## src/rtl/pipe_hazard_ctrl.sv

```systemverilog
// pipe_hazard_ctrl: central hazard controller for the 5-stage core.
// Each cycle it issues a NORMAL/FLUSH/STOP command to the PC register and to
// the IF/ID, ID/EX, EX/MEM and MEM/WB pipeline registers. It covers the
// post-reset flush, DRAM wait-state stalls with a timeout, taken-branch
// flushes and load-use bubbles.
//
// Optional feature macro: PIPE_HAZARD_PERF_EN (saturating stall/flush counters).
//
// Ports:
//   clk_i, rst_i            clock, asynchronous active-high reset
//   id_rs1_i/id_rs2_i       source register indices of the ID instruction
//   id_rs1_use_i/_rs2_use_i ID instruction actually reads rs1/rs2
//   ex_is_load_i, ex_wR_i   EX instruction is a load / its destination
//   ex_br_taken_i           EX resolved a taken branch or jump
//   mem_req_i, mem_ack_i    MEM-stage DRAM request / completion
//   *_ctrl_o                per-register commands (combinational)
//   mem_err_o               sticky memory-timeout flag
//   stall_cnt_o/flush_cnt_o performance counters (zero without the macro)
module pipe_hazard_ctrl #(
  parameter int unsigned INIT_CYCLES = 4,
  parameter int unsigned MEM_TIMEOUT = 16,
  parameter int unsigned CNT_W       = 32
) (
  input  logic             clk_i,
  input  logic             rst_i,
  input  logic [4:0]       id_rs1_i,
  input  logic [4:0]       id_rs2_i,
  input  logic             id_rs1_use_i,
  input  logic             id_rs2_use_i,
  input  logic             ex_is_load_i,
  input  logic [4:0]       ex_wR_i,
  input  logic             ex_br_taken_i,
  input  logic             mem_req_i,
  input  logic             mem_ack_i,
  output logic [1:0]       pc_ctrl_o,
  output logic [1:0]       ifid_ctrl_o,
  output logic [1:0]       idex_ctrl_o,
  output logic [1:0]       exmem_ctrl_o,
  output logic [1:0]       memwb_ctrl_o,
  output logic             mem_err_o,
  output logic [CNT_W-1:0] stall_cnt_o,
  output logic [CNT_W-1:0] flush_cnt_o
);

  localparam logic [1:0] CTRL_NORMAL = 2'b00;
  localparam logic [1:0] CTRL_FLUSH  = 2'b01;
  localparam logic [1:0] CTRL_STOP   = 2'b10;

  localparam int unsigned INIT_W = $clog2(INIT_CYCLES + 1);
  localparam int unsigned WAIT_W = $clog2(MEM_TIMEOUT + 1);

  typedef enum logic [1:0] {
    S_INIT     = 2'b00,
    S_RUN      = 2'b01,
    S_MEM_WAIT = 2'b10
  } state_e;

  state_e            state_q, state_d;
  logic [INIT_W-1:0] init_cnt_q, init_cnt_d;
  logic [WAIT_W-1:0] wait_cnt_q, wait_cnt_d;
  logic              mem_err_q, mem_err_d;

  logic mem_stall_c;
  logic load_use_c;
  logic init_last_c;
  logic timeout_c;

  assign mem_stall_c = mem_req_i & ~mem_ack_i;
  assign load_use_c  = ex_is_load_i & (ex_wR_i != 5'd0) &
                       ((id_rs1_use_i & (id_rs1_i == ex_wR_i)) |
                        (id_rs2_use_i & (id_rs2_i == ex_wR_i)));
  assign init_last_c = (init_cnt_q == INIT_W'(INIT_CYCLES - 1));
  // Last permitted wait cycle without an ack: release anyway and flag it.
  assign timeout_c   = ~mem_ack_i & (wait_cnt_q == WAIT_W'(MEM_TIMEOUT - 1));

  // State register
  always_ff @(posedge clk_i or posedge rst_i) begin
    if (rst_i) begin
      state_q    <= S_INIT;
      init_cnt_q <= '0;
      wait_cnt_q <= '0;
      mem_err_q  <= 1'b0;
    end else begin
      state_q    <= state_d;
      init_cnt_q <= init_cnt_d;
      wait_cnt_q <= wait_cnt_d;
      mem_err_q  <= mem_err_d;
    end
  end

  // Next-state logic
  always_comb begin
    state_d    = state_q;
    init_cnt_d = init_cnt_q;
    wait_cnt_d = wait_cnt_q;
    mem_err_d  = mem_err_q;
    unique case (state_q)
      S_INIT: begin
        if (init_last_c) begin
          state_d    = S_RUN;
          init_cnt_d = '0;
        end else begin
          init_cnt_d = init_cnt_q + INIT_W'(1);
        end
      end
      S_RUN: begin
        if (mem_stall_c) begin
          state_d    = S_MEM_WAIT;
          wait_cnt_d = WAIT_W'(1);
        end
      end
      S_MEM_WAIT: begin
        if (mem_ack_i || timeout_c) begin
          state_d    = S_RUN;
          wait_cnt_d = '0;
          if (timeout_c) mem_err_d = 1'b1;
        end else begin
          wait_cnt_d = wait_cnt_q + WAIT_W'(1);
        end
      end
      default: state_d = S_INIT;
    endcase
  end

  // Output logic: stall beats branch beats load-use
  always_comb begin
    pc_ctrl_o    = CTRL_NORMAL;
    ifid_ctrl_o  = CTRL_NORMAL;
    idex_ctrl_o  = CTRL_NORMAL;
    exmem_ctrl_o = CTRL_NORMAL;
    memwb_ctrl_o = CTRL_NORMAL;
    unique case (state_q)
      S_RUN: begin
        if (mem_stall_c) begin
          pc_ctrl_o    = CTRL_STOP;
          ifid_ctrl_o  = CTRL_STOP;
          idex_ctrl_o  = CTRL_STOP;
          exmem_ctrl_o = CTRL_STOP;
          memwb_ctrl_o = CTRL_FLUSH;
        end else if (ex_br_taken_i) begin
          ifid_ctrl_o  = CTRL_FLUSH;
          idex_ctrl_o  = CTRL_FLUSH;
        end else if (load_use_c) begin
          pc_ctrl_o    = CTRL_STOP;
          ifid_ctrl_o  = CTRL_STOP;
          idex_ctrl_o  = CTRL_FLUSH;
        end
      end
      S_MEM_WAIT: begin
        if (!(mem_ack_i || timeout_c)) begin
          pc_ctrl_o    = CTRL_STOP;
          ifid_ctrl_o  = CTRL_STOP;
          idex_ctrl_o  = CTRL_STOP;
          exmem_ctrl_o = CTRL_STOP;
          memwb_ctrl_o = CTRL_FLUSH;
        end
      end
      default: begin
        pc_ctrl_o    = CTRL_STOP;
        ifid_ctrl_o  = CTRL_FLUSH;
        idex_ctrl_o  = CTRL_FLUSH;
        exmem_ctrl_o = CTRL_FLUSH;
        memwb_ctrl_o = CTRL_FLUSH;
      end
    endcase
  end

  assign mem_err_o = mem_err_q;

`ifdef PIPE_HAZARD_PERF_EN
  logic             stall_evt_c;
  logic             flush_evt_c;
  logic [CNT_W-1:0] stall_cnt_q;
  logic [CNT_W-1:0] flush_cnt_q;

  assign stall_evt_c = (state_q != S_INIT) & (pc_ctrl_o == CTRL_STOP);
  assign flush_evt_c = (state_q == S_RUN) & ~mem_stall_c & ex_br_taken_i;

  // Saturating performance counters
  always_ff @(posedge clk_i or posedge rst_i) begin
    if (rst_i) begin
      stall_cnt_q <= '0;
      flush_cnt_q <= '0;
    end else begin
      if (stall_evt_c && (stall_cnt_q != '1)) stall_cnt_q <= stall_cnt_q + CNT_W'(1);
      if (flush_evt_c && (flush_cnt_q != '1)) flush_cnt_q <= flush_cnt_q + CNT_W'(1);
    end
  end

  assign stall_cnt_o = stall_cnt_q;
  assign flush_cnt_o = flush_cnt_q;
`else
  assign stall_cnt_o = '0;
  assign flush_cnt_o = '0;
`endif

endmodule

```

## config.mk

```make
export PLATFORM = sky130hd
export DESIGN_NAME = pipe_hazard_ctrl
export DESIGN_NICKNAME = d
export VERILOG_FILES = /design/src/rtl/pipe_hazard_ctrl.sv
export SDC_FILE = /design/constraint.sdc
export NUM_CORES = 1
export LEC_CHECK = 0
export BUFFER_PORTS_ARGS = -buffer_cell sky130_fd_sc_hd__buf_4
export CAP_MARGIN = 25
export CORE_ASPECT_RATIO = 0.8
export CORE_MARGIN = 3
export CORE_UTILIZATION = 46
export CTS_BUF_LIST = sky130_fd_sc_hd__clkbuf_2 sky130_fd_sc_hd__clkbuf_4 sky130_fd_sc_hd__clkbuf_8
export CTS_CLUSTER_DIAMETER = 150
export CTS_CLUSTER_SIZE = 10
export DETAILED_ROUTE_END_ITERATION = 7
export HOLD_SLACK_MARGIN = 0.06
export PLACE_DENSITY_LB_ADDON = 0.1
export SLEW_MARGIN = 30
export SYNTH_ARGS = -nofsm -noshare
export SYNTH_HDL_FRONTEND = slang
export SYNTH_SLANG_ARGS = --single-unit
```

## constraint.sdc

```tcl
create_clock -name clk_i -period 6.28 [get_ports clk_i]
set_clock_uncertainty 0.15 [all_clocks]
set_input_delay 0.628 -clock clk_i [delete_from_list [all_inputs] [get_ports clk_i]]
set_output_delay 0.628 -clock clk_i [all_outputs]
set_load 0.02 [all_outputs]
```

# [Yosys cells after proc, flatten, opt, wreduce, memory -nomap -nowiden]
# Cells that the tools add are included.
[word_totals] elab_cells=55 inputBits=23 out_inout_bits=75 register_bits=11
[classes] n_addsub=2 n_reduce_logical=7 eq_ne=9 n_mux=25 n_bitwise=8
[ops] operator="2-bit 2-to-1 mux" n=11
[ops] operator="2-bit case mux with 2 select lines" n=5
[ops] operator="5-bit == test" n=2
[ops] operator="5-bit 2-to-1 mux" n=2
[ops] operator="5-bit case mux with 2 select lines" n=1
[ops] operator="1-bit bitwise AND" n=6
[ops] operator="2-bit inequality test (second input constant)" n=3
[ops] operator="2-bit case mux with 3 select lines" n=1
[ops] operator="3-bit AND reduction" n=2
[ops] operator="5-bit by 1-bit adder with 5-bit output (second input constant)" n=1
[ops] operator="5-bit by 4-bit == test with 1-bit output (second input constant)" n=1
[ops] operator="5-bit nonzero test" n=1
[ops] operator="1-bit 2-to-1 mux" n=4
[ops] operator="3-bit by 1-bit adder with 3-bit output (second input constant)" n=1
[ops] operator="3-bit by 2-bit == test with 1-bit output (second input constant)" n=1
[ops] operator="3-bit 2-to-1 mux" n=1
[ops] operator="2-bit by 1-bit == test with 1-bit output (second input constant)" n=1
[ops] operator="2-bit == test (second input constant)" n=1
[ops] operator="2-bit logical NOT" n=1
[ops] operator="2-bit AND reduction" n=1
[ops] operator="2-bit nonzero test" n=1
[ops] operator="1-bit logical OR" n=1
[ops] operator="1-bit inverter" n=1
[ops] operator="1-bit OR" n=1

# [Longest topological paths before layout]
# Gate-level depths: netlist of the first run.
[logic_depth] word_depth=8 ltp_mapped=8 depth_no_buf=7

# [Least setup slack after synthesis of the first run]
# OpenSTA, ideal clock, no wires.
[synth_timing] path_kind="register -> output" startpoint="register wait_cnt_q[0]" endpoint="output pc_ctrl_o[1]" path_slack_ns=3.617 path_stages_with_launch=8 n_path_buf=0 t_required_ns=5.502 arrival_ns=1.885 path_cell_list="dfrtp_1 > ha_1 > and3_1 > ha_1 > or2b_1 > a21oi_1 > nand2b_1 > o21bai_1"
[synth_between] elab_chain_len=5
[synth_lines] element="start: declaration" line_no="60" source="logic [WAIT_W-1:0] wait_cnt_q, wait_cnt_d;"
[synth_lines] element="start signal: assignment" line_no="86" source="wait_cnt_q <= wait_cnt_d;"
[synth_lines] element="5-bit by 4-bit == test with 1-bit output" line_no="74" source="assign timeout_c = ~mem_ack_i & (wait_cnt_q == WAIT_W'(MEM_TIMEOUT - 1));"
[synth_lines] element="1-bit bitwise AND" line_no="74"
[synth_lines] element="1-bit logical OR" line_no="150" source="if (!(mem_ack_i || timeout_c)) begin"
[synth_lines] element="2-bit 2-to-1 mux" line_no="150"
[synth_lines] element="2-bit case mux with 2 select lines" line_no="132" source="unique case (state_q)"
[synth_lines] element="end: declaration" line_no="35" source="output logic [1:0] pc_ctrl_o,"
# Every way passes these cells.

# [Worst setup path after layout of the first run]
# Same ends and word-level chain as after synthesis.

==> impl_metrics.env, run 1 <==
export IMPL_via_per_inst=4.04
export IMPL_placed_cells=223
export IMPL_drt_total_wl_um=2360
export IMPL_cts_clk_slew_worst_paths_ns=0.06
export IMPL_pwr_density_cell_nw_per_um2=355
export IMPL_syn_cell_area_um2=1360
export IMPL_cts_sinks=11
export IMPL_r2r_slack_ns=4.02
export IMPL_first_global_vias=795
export IMPL_r2r_start="wait_cnt_q[0]"
export IMPL_stdcell_count=227
export IMPL_slew_limit_headroom_pct=68.5
export IMPL_rsz0062_at_grt="false"
export IMPL_p_leak_nw=0.779
export IMPL_num_vias=917
export IMPL_cts_setup_buffers=0
export IMPL_synth_edf_count=0
export IMPL_ys_seq_area_share_pct=20.2
export IMPL_cpPeakStageDelay_ns=0.43
export IMPL_ys_seq_elements=11
export IMPL_grt_max_degree=12
export IMPL_p_switching_mw=0.225
export IMPL_cp_arrival_ns=2.16
export IMPL_core_um2=2620
export IMPL_hold_violations=0
export IMPL_std_cell_rows=16
export IMPL_critPathSlowestCell="dfrtp_1"
export IMPL_intPower_mw=0.274
export IMPL_yosysUniqueCellTypes=38
export IMPL_clk_path_buf_depth=2
export IMPL_grt_pass1_wl_um=3430
export IMPL_critPathMaxFanout=5
export IMPL_yosys_most_used_dff="dfrtp_1"
export IMPL_fin_nets=221
export IMPL_ant_nets=0
export IMPL_status="finished clean"
export IMPL_async_reset_ff_share_pct=100
export IMPL_tightest_slew_ns=0.460
export IMPL_holdCritPathClass="in -> async"
export IMPL_fillers=256
export IMPL_path_cells="ha_1 > and3_1 > ha_1 > or2b_1 > a21oi_1 > nand2b_1 > o21bai_1 > buf_4"
export IMPL_fin_crit_ns=2.93
export IMPL_numCtsBuffers=3
export IMPL_diodes=0
export IMPL_cts_root_buf="clkbuf_8"
export IMPL_htree_num_levels=1
export IMPL_worstSkewPairLatency_ns=0.24
export IMPL_syn_area_per_cell_um2=8.50
export IMPL_post_cts_resized=0
export IMPL_hpwl_um=2070
export IMPL_worstSetupStartpoint="wait_cnt_q[0]"
export IMPL_maxCapViolCount=0
export IMPL_crit_type="reg -> out"
export IMPL_ys_warn_count=0
export IMPL_cts_tree="yes"
export IMPL_crit_top_cell="ha_1"
export IMPL_rr_worst_depth=6
export IMPL_grt_usage_pct=12.2
export IMPL_final_common_cell="conb_1"
export IMPL_wl_per_cell_um=10.4
export IMPL_overflow=0
export IMPL_crit_path_end="pc_ctrl_o[1]"
export IMPL_start_kind="flop"
export IMPL_synthCells=160
export IMPL_final_cell_mix="conb_1 (66), buf_4 (31), dfrtp_1 (11), inv_1 (9), xor2_1 (9)"
export IMPL_tns_ns=0
export IMPL_postCtsHoldBufs=0
export IMPL_antenna_found_initial=0
export IMPL_initialDrtViolationCount=20
export IMPL_max_freq_mhz=341
export IMPL_drive_gt1_share_pct=22.0
export IMPL_syn_to_final_growth_pct=3.31
export IMPL_pwr_share_clk_pct=15.6
export IMPL_pwr_share_seq_pct=21.2
export IMPL_vdd_drop_max_mv=0.121
export IMPL_setup_viol=0
export IMPL_drt_drc_violations_left=0
export IMPL_p_sw_share_pct=45.1
export IMPL_start_util_pct=51.9
export IMPL_required_ns=5.50
export IMPL_regToRegEndpoint="state_q[1]"
export IMPL_die_h_um=54.6
export IMPL_post_dp_cell_area_um2=1360
export IMPL_end_kind="output port"
export IMPL_die_w_um=66.8
export IMPL_gp_congestion=0.723
export IMPL_io_buffers=31
export IMPL_firstDrtPassIters=4
export IMPL_dieArea_um2=3650
export IMPL_final_area_um2=1410
export IMPL_finalCritPeriodShare_pct=46.7
export IMPL_io_pins=98
export IMPL_combinationalPowerShare_pct=63.2
export IMPL_slew_viol_final=0
-- logic make-up after synthesis --
group	Yosys count	synth area share (%)
AO/OA/AOI/OAI	20	9.57
XOR/XNOR	11	7.08
adder cells (fa/ha/maj)	6	5.52
buffers and inverters	78	41.1
flip-flops	11	20.2
multiplexers	5	4.23
other	1	0.276
AND/OR/NAND/NOR	28	12.0
-- layout make-up --
type                       instances  area, um2  share of cell area (%)
tap                               36       45.0                    3.21
clock buffer                       4       48.8                    3.47
sequential                        11        275                    19.6
inverter                           9       33.8                    2.40
multi-input combinational        136        769                    54.8
timing repair buffer              31        233                    16.6
-- critical path: cells and delay by family, from the launching register on --
kind            cells  cell delay (ns)
compound gates      2             0.27
simple gates        3             0.57
fa+ha+maj           2             0.48
buf+inv             1             0.16
flops               1             0.43
-- power by group through the flow --
stage	Sequential (mW)	Clock, mW	Combinational (mW)
6_report	0.106	0.0779	0.315
5_1_grt	0.109	0.0842	0.345
4_1_cts	0.106	0.0787	0.318
3_5_place_dp	0.107	0	0.317
3_3_place_gp	0.106	0	0.316
2_1_floorplan	0.103	0	0.271
-- synth_stat cells, types with 2 or more instances --
cell / instances / area share [%]
o21a_1: 2 / 1.1
nor4_1: 2 / 0.92
nand3_1: 2 / 0.74
dfrtp_1: 11 / 20
o21ai_0: 6 / 2.2
xor2_1: 9 / 5.8
o22ai_1: 2 / 0.92
inv_1: 9 / 2.5
nand2_1: 7 / 1.9
xnor2_1: 2 / 1.3
buf_6: 2 / 1.7
nand2b_1: 2 / 0.92
buf_4: 67 / 37
nor2b_1: 2 / 0.92
nor2_1: 3 / 0.83
ha_1: 6 / 5.5
a21oi_1: 3 / 1.1
mux2_2: 2 / 1.7
mux2i_1: 2 / 1.5
-- layer usage --
layer  track usage, %  vias up  share of wire [%]
met2             21.5       46                 52
li1                 -      447                  -
met5                0        -                  0
met3             3.70        0                9.6
met1             15.0      424                 38
met4             2.03        0                  0
-- flip-flops by register name, summed over array words and instances, names as in the netlist --
name,cells
wait_cnt_q,5
init_cnt_q,3
state_q,2
mem_err_o,1
-- stage by stage --
stage / total power [mW] / setup slack (ns) / hold WS [ns] / utilization [%]
global placement: 0.421 / 3.61 / 0.317 / 51.7
global route: 0.538 / 3.23 / 0.285 / 53.6
finish: 0.498 / 3.35 / 0.232 / 53.6
CTS: 0.502 / 3.34 / 0.257 / 53.6
detailed placement: 0.424 / 3.61 / 0.323 / 51.7
floorplan: 0.374 / 3.62 / 0.307 / -
-- worst min-delay path by stage --
stage | to | depth (start not counted)
after CTS | wait_cnt_q[4] | 2
after detailed placement | mem_err_o | 1
after floorplan | init_cnt_q[0] | 1
final | wait_cnt_q[3] | 2
after global routing | wait_cnt_q[4] | 2
after global placement | mem_err_o | 1
(Power assumes the default switching activity.)
==> run 2, diff against run 1 <==
--- a/config.mk
+++ b/config.mk
@@ -5,11 +5,12 @@
 export SDC_FILE = /design/constraint.sdc
 export NUM_CORES = 1
 export LEC_CHECK = 0
+export ABC_AREA = 1
 export BUFFER_PORTS_ARGS = -buffer_cell sky130_fd_sc_hd__buf_4
 export CAP_MARGIN = 25
 export CORE_ASPECT_RATIO = 0.8
 export CORE_MARGIN = 3
-export CORE_UTILIZATION = 46
+export CORE_UTILIZATION = 39
 export CTS_BUF_LIST = sky130_fd_sc_hd__clkbuf_2 sky130_fd_sc_hd__clkbuf_4 sky130_fd_sc_hd__clkbuf_8
 export CTS_CLUSTER_DIAMETER = 150
 export CTS_CLUSTER_SIZE = 10
==> constraint.sdc (replaced) <==
create_clock -name clk_i -period 2.5 [get_ports clk_i]
set_clock_uncertainty 0.15 [all_clocks]
set_input_delay 0.25 -clock clk_i [delete_from_list [all_inputs] [get_ports clk_i]]
set_output_delay 0.25 -clock clk_i [all_outputs]
set_load 0.02 [all_outputs]
==> impl_metrics.env, run 2 <==
export IMPL_fillers=353
export IMPL_grt_pass1_wl_um=3860
export IMPL_diodes=0
export IMPL_rsz0062_at_grt="false"
export IMPL_cts_clk_slew_worst_paths_ns=0.06
export IMPL_ys_warn_count=0
export IMPL_syn_area_per_cell_um2=6.76
export IMPL_hpwl_um=2300
export IMPL_yosys_area_share_adder_pct=5.31
export IMPL_synth_xor_area_share_pct=0
export IMPL_overflow=0
export IMPL_final_common_cell="conb_1"
export IMPL_yosys_area_top_type="buf_4"
export IMPL_post_cts_resized=0
export IMPL_required_ns=2.10
export IMPL_holdCritPathClass="in -> reg"
export IMPL_cts_tree="yes"
export IMPL_syn_cell_area_um2=1410
export IMPL_numCtsBuffers=3
export IMPL_drive_gt1_share_pct=23.5
export IMPL_p_leak_nw=0.931
export IMPL_gp_congestion=0.817
export IMPL_regMostFlops="wait_cnt_q"
export IMPL_async_reset_ff_share_pct=100
export IMPL_slew_viol_final=0
export IMPL_synth_top_area_share_pct=35.6
export IMPL_syn_to_final_growth_pct=5.66
export IMPL_synth_top_family_by_area="buffers and inverters"
export IMPL_io_buffers=31
export IMPL_die_w_um=73.3
export IMPL_drt_total_wl_um=2650
export IMPL_clk_path_buf_depth=2
export IMPL_htree_num_levels=1
export IMPL_crit_type="reg -> out"
export IMPL_yosys_most_used_dff="dfrtp_1"
export IMPL_fin_crit_ns=2.27
export IMPL_tns_ns=0
export IMPL_fin_nets=273
export IMPL_end_kind="output port"
export IMPL_synth_compound_area_share_pct=7.35
export IMPL_ys_top_cells_by_count="buf_4 (67), nand2_1 (42), inv_1 (23)"
export IMPL_critPathMaxFanout=3
export IMPL_synthCells=209
export IMPL_final_cell_mix="conb_1 (66), nand2_1 (42), buf_4 (31), inv_1 (23), nor2_1 (19)"
export IMPL_finalCritPeriodShare_pct=91.0
export IMPL_largest_reg_flops=5
export IMPL_synth_edf_count=0
export IMPL_start_util_pct=43.3
export IMPL_status="finished clean"
export IMPL_total_power_mw=1.24
export IMPL_synthSimpleGateAreaFrac_pct=24.3
export IMPL_synth_area_mux_share_pct=0
export IMPL_ant_nets=0
export IMPL_yosysUniqueCellTypes=22
export IMPL_max_freq_mhz=440
export IMPL_first_global_vias=873
export IMPL_pwr_density_cell_nw_per_um2=828
export IMPL_std_cell_rows=18
export IMPL_initialDrtViolationCount=53
export IMPL_reg_largest_list="wait_cnt_q (5), init_cnt_q (3), state_q (2)"
export IMPL_core_um2=3270
export IMPL_ys_seq_area_share_pct=19.5
export IMPL_dieArea_um2=4390
export IMPL_vdd_drop_max_mv=0.423
export IMPL_cp_arrival_ns=1.87
export IMPL_post_dp_cell_area_um2=1440
export IMPL_grt_max_degree=12
export IMPL_hold_depth=3
export IMPL_ys_seq_elements=11
export IMPL_io_pins=98
export IMPL_setup_viol=0
export IMPL_cts_root_buf="clkbuf_8"
export IMPL_rr_worst_depth=10
export IMPL_worstSkewPairLatency_ns=0.24
export IMPL_cts_sinks=11
export IMPL_hold_violations=0
export IMPL_post_synth_top_count_cell="buf_4"
export IMPL_start_kind="flop"
export IMPL_drt_drc_violations_left=0
export IMPL_via_per_inst=3.81
export IMPL_grt_usage_pct=11.5
export IMPL_antenna_found_initial=0
export IMPL_firstDrtPassIters=4
export IMPL_ys_top_cells_by_area="buf_4 (36%), dfrtp_1 (19%), nand2_1 (11%)"
export IMPL_final_area_um2=1490
export IMPL_die_h_um=59.9
export IMPL_num_vias=1078
export IMPL_wl_per_cell_um=9.35
export IMPL_final_util_pct=45.7
export IMPL_maxCapViolCount=0
-- run 2: layout make-up --
| type | count | area, um2 | area share [%] |
|---|---|---|---|
| clock buffers | 3 | 41.3 | 2.76 |
| repair buffers | 32 | 243 | 16.2 |
| inverters | 29 | 109 | 7.29 |
| flip-flops and latches | 11 | 275 | 18.4 |
| well taps | 40 | 50.0 | 3.35 |
| clock inverters | 1 | 5.00 | 0.335 |
| multi-input cells | 167 | 771 | 51.6 |
-- run 2: what timing repair did --
item	CTS	global route
hold buffers	1	0
endpoints found under the hold margin	11	0
buffers inserted	0	0
-- run 2: where the power goes --
group / internal, mW / total, mW / switching [mW]
Sequential: 0.232 / 0.265 / 0.0335
Clock: 0.110 / 0.179 / 0.0692
Combinational: 0.277 / 0.792 / 0.515
-- run 2: kinds of logic (layout without fill, tap and decap cells) --
family | Yosys count | after routing
fa+ha+maj | 6 | 6
flops | 11 | 11
compound gates | 16 | 16
simple gates | 79 | 79
other cells | 1 | 66
buf+inv | 96 | 65
-- run 2: final timing paths --
check | from | to | slack (ns)
setup / recovery | wait_cnt_q[0] | idex_ctrl_o[1] | 0.23
hold / removal | mem_ack_i | mem_err_o | 0.19
setup reg to reg | wait_cnt_q[0] | state_q[0] | 0.62
hold reg to reg | mem_err_o | mem_err_o | 0.33
max in group asynchronous | rst_i | wait_cnt_q[4] | 1.47
min in group asynchronous | rst_i | init_cnt_q[2] | 0.43
-- run 2: critical path, stage by stage (launching register included) --
cell     delay [ns]
dfrtp_1        0.40
ha_1           0.22
nand2_1        0.09
nor2_1         0.04
ha_1           0.19
nor2_1         0.21
nand2_2        0.10
nand2_1        0.10
nand2_1        0.07
inv_1          0.07
buf_4          0.14
-- run 2: per-layer routing --
metal | wire length, um | share of wire (%) | global-route usage [%]
met5 | 0 | 0 | 0
met4 | 0 | 0 | 1.55
met3 | 256 | 9.7 | 3.87
met2 | 1240 | 47 | 19.0
met1 | 1150 | 44 | 14.9
-- run 2: stage by stage --
stage	setup WS (ns)	hold WS (ns)	cells
finish	0.225	0.192	283
global placement	0.526	0.127	278
floorplan	0.487	-0.0476	274
detailed placement	0.479	0.131	278
CTS	0.206	0.188	283
global route	0.0689	0.199	283
==> run 3, diff against run 2 <==
--- a/config.mk
+++ b/config.mk
@@ -6,17 +6,18 @@
 export NUM_CORES = 1
 export LEC_CHECK = 0
 export ABC_AREA = 1
-export BUFFER_PORTS_ARGS = -buffer_cell sky130_fd_sc_hd__buf_4
 export CAP_MARGIN = 25
 export CORE_ASPECT_RATIO = 0.8
 export CORE_MARGIN = 3
-export CORE_UTILIZATION = 39
+export CORE_UTILIZATION = 50
 export CTS_BUF_LIST = sky130_fd_sc_hd__clkbuf_2 sky130_fd_sc_hd__clkbuf_4 sky130_fd_sc_hd__clkbuf_8
 export CTS_CLUSTER_DIAMETER = 150
 export CTS_CLUSTER_SIZE = 10
 export DETAILED_ROUTE_END_ITERATION = 7
+export DONT_BUFFER_PORTS = 1
 export HOLD_SLACK_MARGIN = 0.06
 export PLACE_DENSITY_LB_ADDON = 0.1
+export SKIP_LAST_GASP = 1
 export SLEW_MARGIN = 30
 export SYNTH_ARGS = -nofsm -noshare
 export SYNTH_HDL_FRONTEND = slang
==> impl_metrics.env, run 3 (synthesis gave the netlist of run 2 again) <==
export IMPL_status="finished clean"
export IMPL_pwr_share_seq_pct=25.4
export IMPL_overflow=0
export IMPL_initialDrtViolationCount=28
export IMPL_gp_congestion=0.882
export IMPL_drt_drc_violations_left=0
export IMPL_final_common_cell="conb_1"
export IMPL_hold_depth=4
export IMPL_grt_max_degree=12
export IMPL_fin_nets=243
export IMPL_maxCapViolCount=0
export IMPL_pwr_share_clk_pct=12.5
export IMPL_rr_worst_depth=10
export IMPL_fin_ws_ns=0.177
export IMPL_r2r_start="wait_cnt_q[0]"
export IMPL_combinationalPowerShare_pct=62.1
export IMPL_die_h_um=53.6
export IMPL_setup_viol=0
export IMPL_core_um2=2560
export IMPL_first_global_vias=807
export IMPL_num_vias=995
export IMPL_intPower_mw=0.458
export IMPL_slew_viol_final=0
export IMPL_end_kind="output port"
export IMPL_grt_usage_pct=13.2
export IMPL_clk_path_buf_depth=2
export IMPL_numCtsBuffers=3
export IMPL_hpwl_um=2090
export IMPL_r2r_slack_ns=0.64
export IMPL_place_ws_ns=0.410
export IMPL_grt_pass1_wl_um=3500
export IMPL_cts_root_buf="clkbuf_4"
export IMPL_largest_reg_flops=5
export IMPL_multi_input_area_um2=773
export IMPL_fin_crit_ns=2.32
export IMPL_drt_total_wl_um=2380
export IMPL_htree_num_levels=1
export IMPL_p_sw_share_pct=56.4
export IMPL_finalCritPeriodShare_pct=92.9
export IMPL_io_pins=98
export IMPL_die_w_um=65.5
export IMPL_syn_to_final_growth_pct=-11.3
export IMPL_final_area_um2=1250
export IMPL_drive_gt1_share_pct=13.1
export IMPL_worstSkewPairLatency_ns=0.28
export IMPL_fillers=280
export IMPL_start_util_pct=55.2
export IMPL_holdCritPathClass="in -> reg"
export IMPL_dieArea_um2=3510
export IMPL_critPathMaxFanout=3
export IMPL_firstDrtPassIters=4
export IMPL_diodes=0
export IMPL_required_ns=2.10
export IMPL_crit_type="reg -> out"
export IMPL_std_cell_rows=16
export IMPL_pwr_density_cell_nw_per_um2=837
export IMPL_wl_per_cell_um=9.57
export IMPL_hold_violations=0
export IMPL_regToRegEndpoint="state_q[0]"
export IMPL_met3_usage_pct=3.97
export IMPL_cts_tree="yes"
export IMPL_register_area_um2=275
export IMPL_via_per_inst=4.00
export IMPL_p_leak_nw=0.767
export IMPL_cts_sinks=11
export IMPL_total_power_mw=1.05
export IMPL_max_freq_mhz=430
export IMPL_post_dp_cell_area_um2=1200
export IMPL_final_cell_mix="conb_1 (66), nand2_1 (42), inv_1 (22), nor2_1 (18), dfrtp_1 (11)"
export IMPL_ant_nets=0
export IMPL_vdd_drop_max_mv=0.315
export IMPL_p_switching_mw=0.592
export IMPL_regMostFlops="wait_cnt_q"
export IMPL_start_kind="flop"
export IMPL_grt_use_met2_pct=22.9
export IMPL_hold_start="mem_ack_i"
export IMPL_holdPathEnd="wait_cnt_q[1]"
export IMPL_cp_arrival_ns=1.92
export IMPL_cts_clk_slew_worst_paths_ns=0.08
export IMPL_reg_largest_list="wait_cnt_q (5), init_cnt_q (3), state_q (2)"
export IMPL_io_buffers=0
export IMPL_antenna_found_initial=0
export IMPL_grtUsageMet1_pct=16.1
export IMPL_grt_busiest_layer="met2"
-- run 3: cell types whose count changed in the layout (fill, tap and decap cells not counted) --
| cell | delta |
|---|---|
| dlygate4sd3_1 | +1 |
| clkbuf_8 | -3 |
| inv_1 | -1 |
| buf_4 | -31 |
| clkinvlp_4 | +1 |
| nor2_2 | +1 |
| nor2_1 | -1 |
| clkbuf_4 | +3 |
-- run 3: cell type report --
| type | instances | share of cell area, % |
|---|---|---|
| clock buffers | 3 | 1.80 |
| inverters | 29 | 8.98 |
| repair buffers | 2 | 1.60 |
| multi-input cells | 167 | 61.7 |
| flip-flops and latches | 11 | 22.0 |
| clock inverters | 1 | 0.399 |
| well taps | 36 | 3.59 |
-- run 3: worst max path at each step --
stage,to,cells past startpoint,from,slack (ns)
5_1_grt,ifid_ctrl_o[1],9,wait_cnt_q[0],-0.005
4_1_cts,exmem_ctrl_o[1],9,wait_cnt_q[0],0.08
2_1_floorplan,idex_ctrl_o[1],10,wait_cnt_q[0],0.49
3_5_place_dp,exmem_ctrl_o[1],9,wait_cnt_q[0],0.41
3_3_place_gp,idex_ctrl_o[1],9,wait_cnt_q[0],0.49
6_report,ifid_ctrl_o[1],9,wait_cnt_q[0],0.18
-- run 3: power by group through the flow --
| stage | combinational [mW] | clock, mW | sequential (mW) |
|---|---|---|---|
| 6_report | 0.652 | 0.131 | 0.266 |
| 5_1_grt | 0.729 | 0.150 | 0.272 |
| 4_1_cts | 0.650 | 0.140 | 0.266 |
| 3_5_place_dp | 0.643 | 0 | 0.270 |
| 3_3_place_gp | 0.648 | 0 | 0.266 |
| 2_1_floorplan | 0.650 | 0 | 0.261 |
-- run 3: critical path, stage by stage (launching register included) --
cell and delay, ns:
dfrtp_1 0.41, ha_1 0.23, nand2_1 0.09, nor2_1 0.06, ha_1 0.20, nor2_2 0.17
nand2_2 0.09, nand2_1 0.10, nand2_1 0.10, nand2_1 0.20
-- run 3: per-stage QoR --
stage | instances | util [%] | hold WS [ns] | TNS (ns)
3_3_place_gp | 243 | 46.8 | 0.0207 | 0
2_1_floorplan | 274 | - | -0.0476 | 0
4_1_cts | 249 | 48.7 | 0.112 | 0
6_report | 249 | 48.9 | 0.123 | 0
3_5_place_dp | 243 | 46.8 | 0.0185 | 0
5_1_grt | 249 | 48.9 | 0.131 | -0.00503
-- run 3: routing by layer --
layer	wire (um)	vias to the layer above
li1	-	507
met1	973	425
met2	1110	59
met3	267	4
met4	27	0
met5	0	-
-- run 3: what timing repair did --
item                       CTS  global route
hold endpoints to repair    14             0
hold buffers                 2             0
resized for setup            0             2
buffers inserted             0             0
setup endpoints to repair    0             3
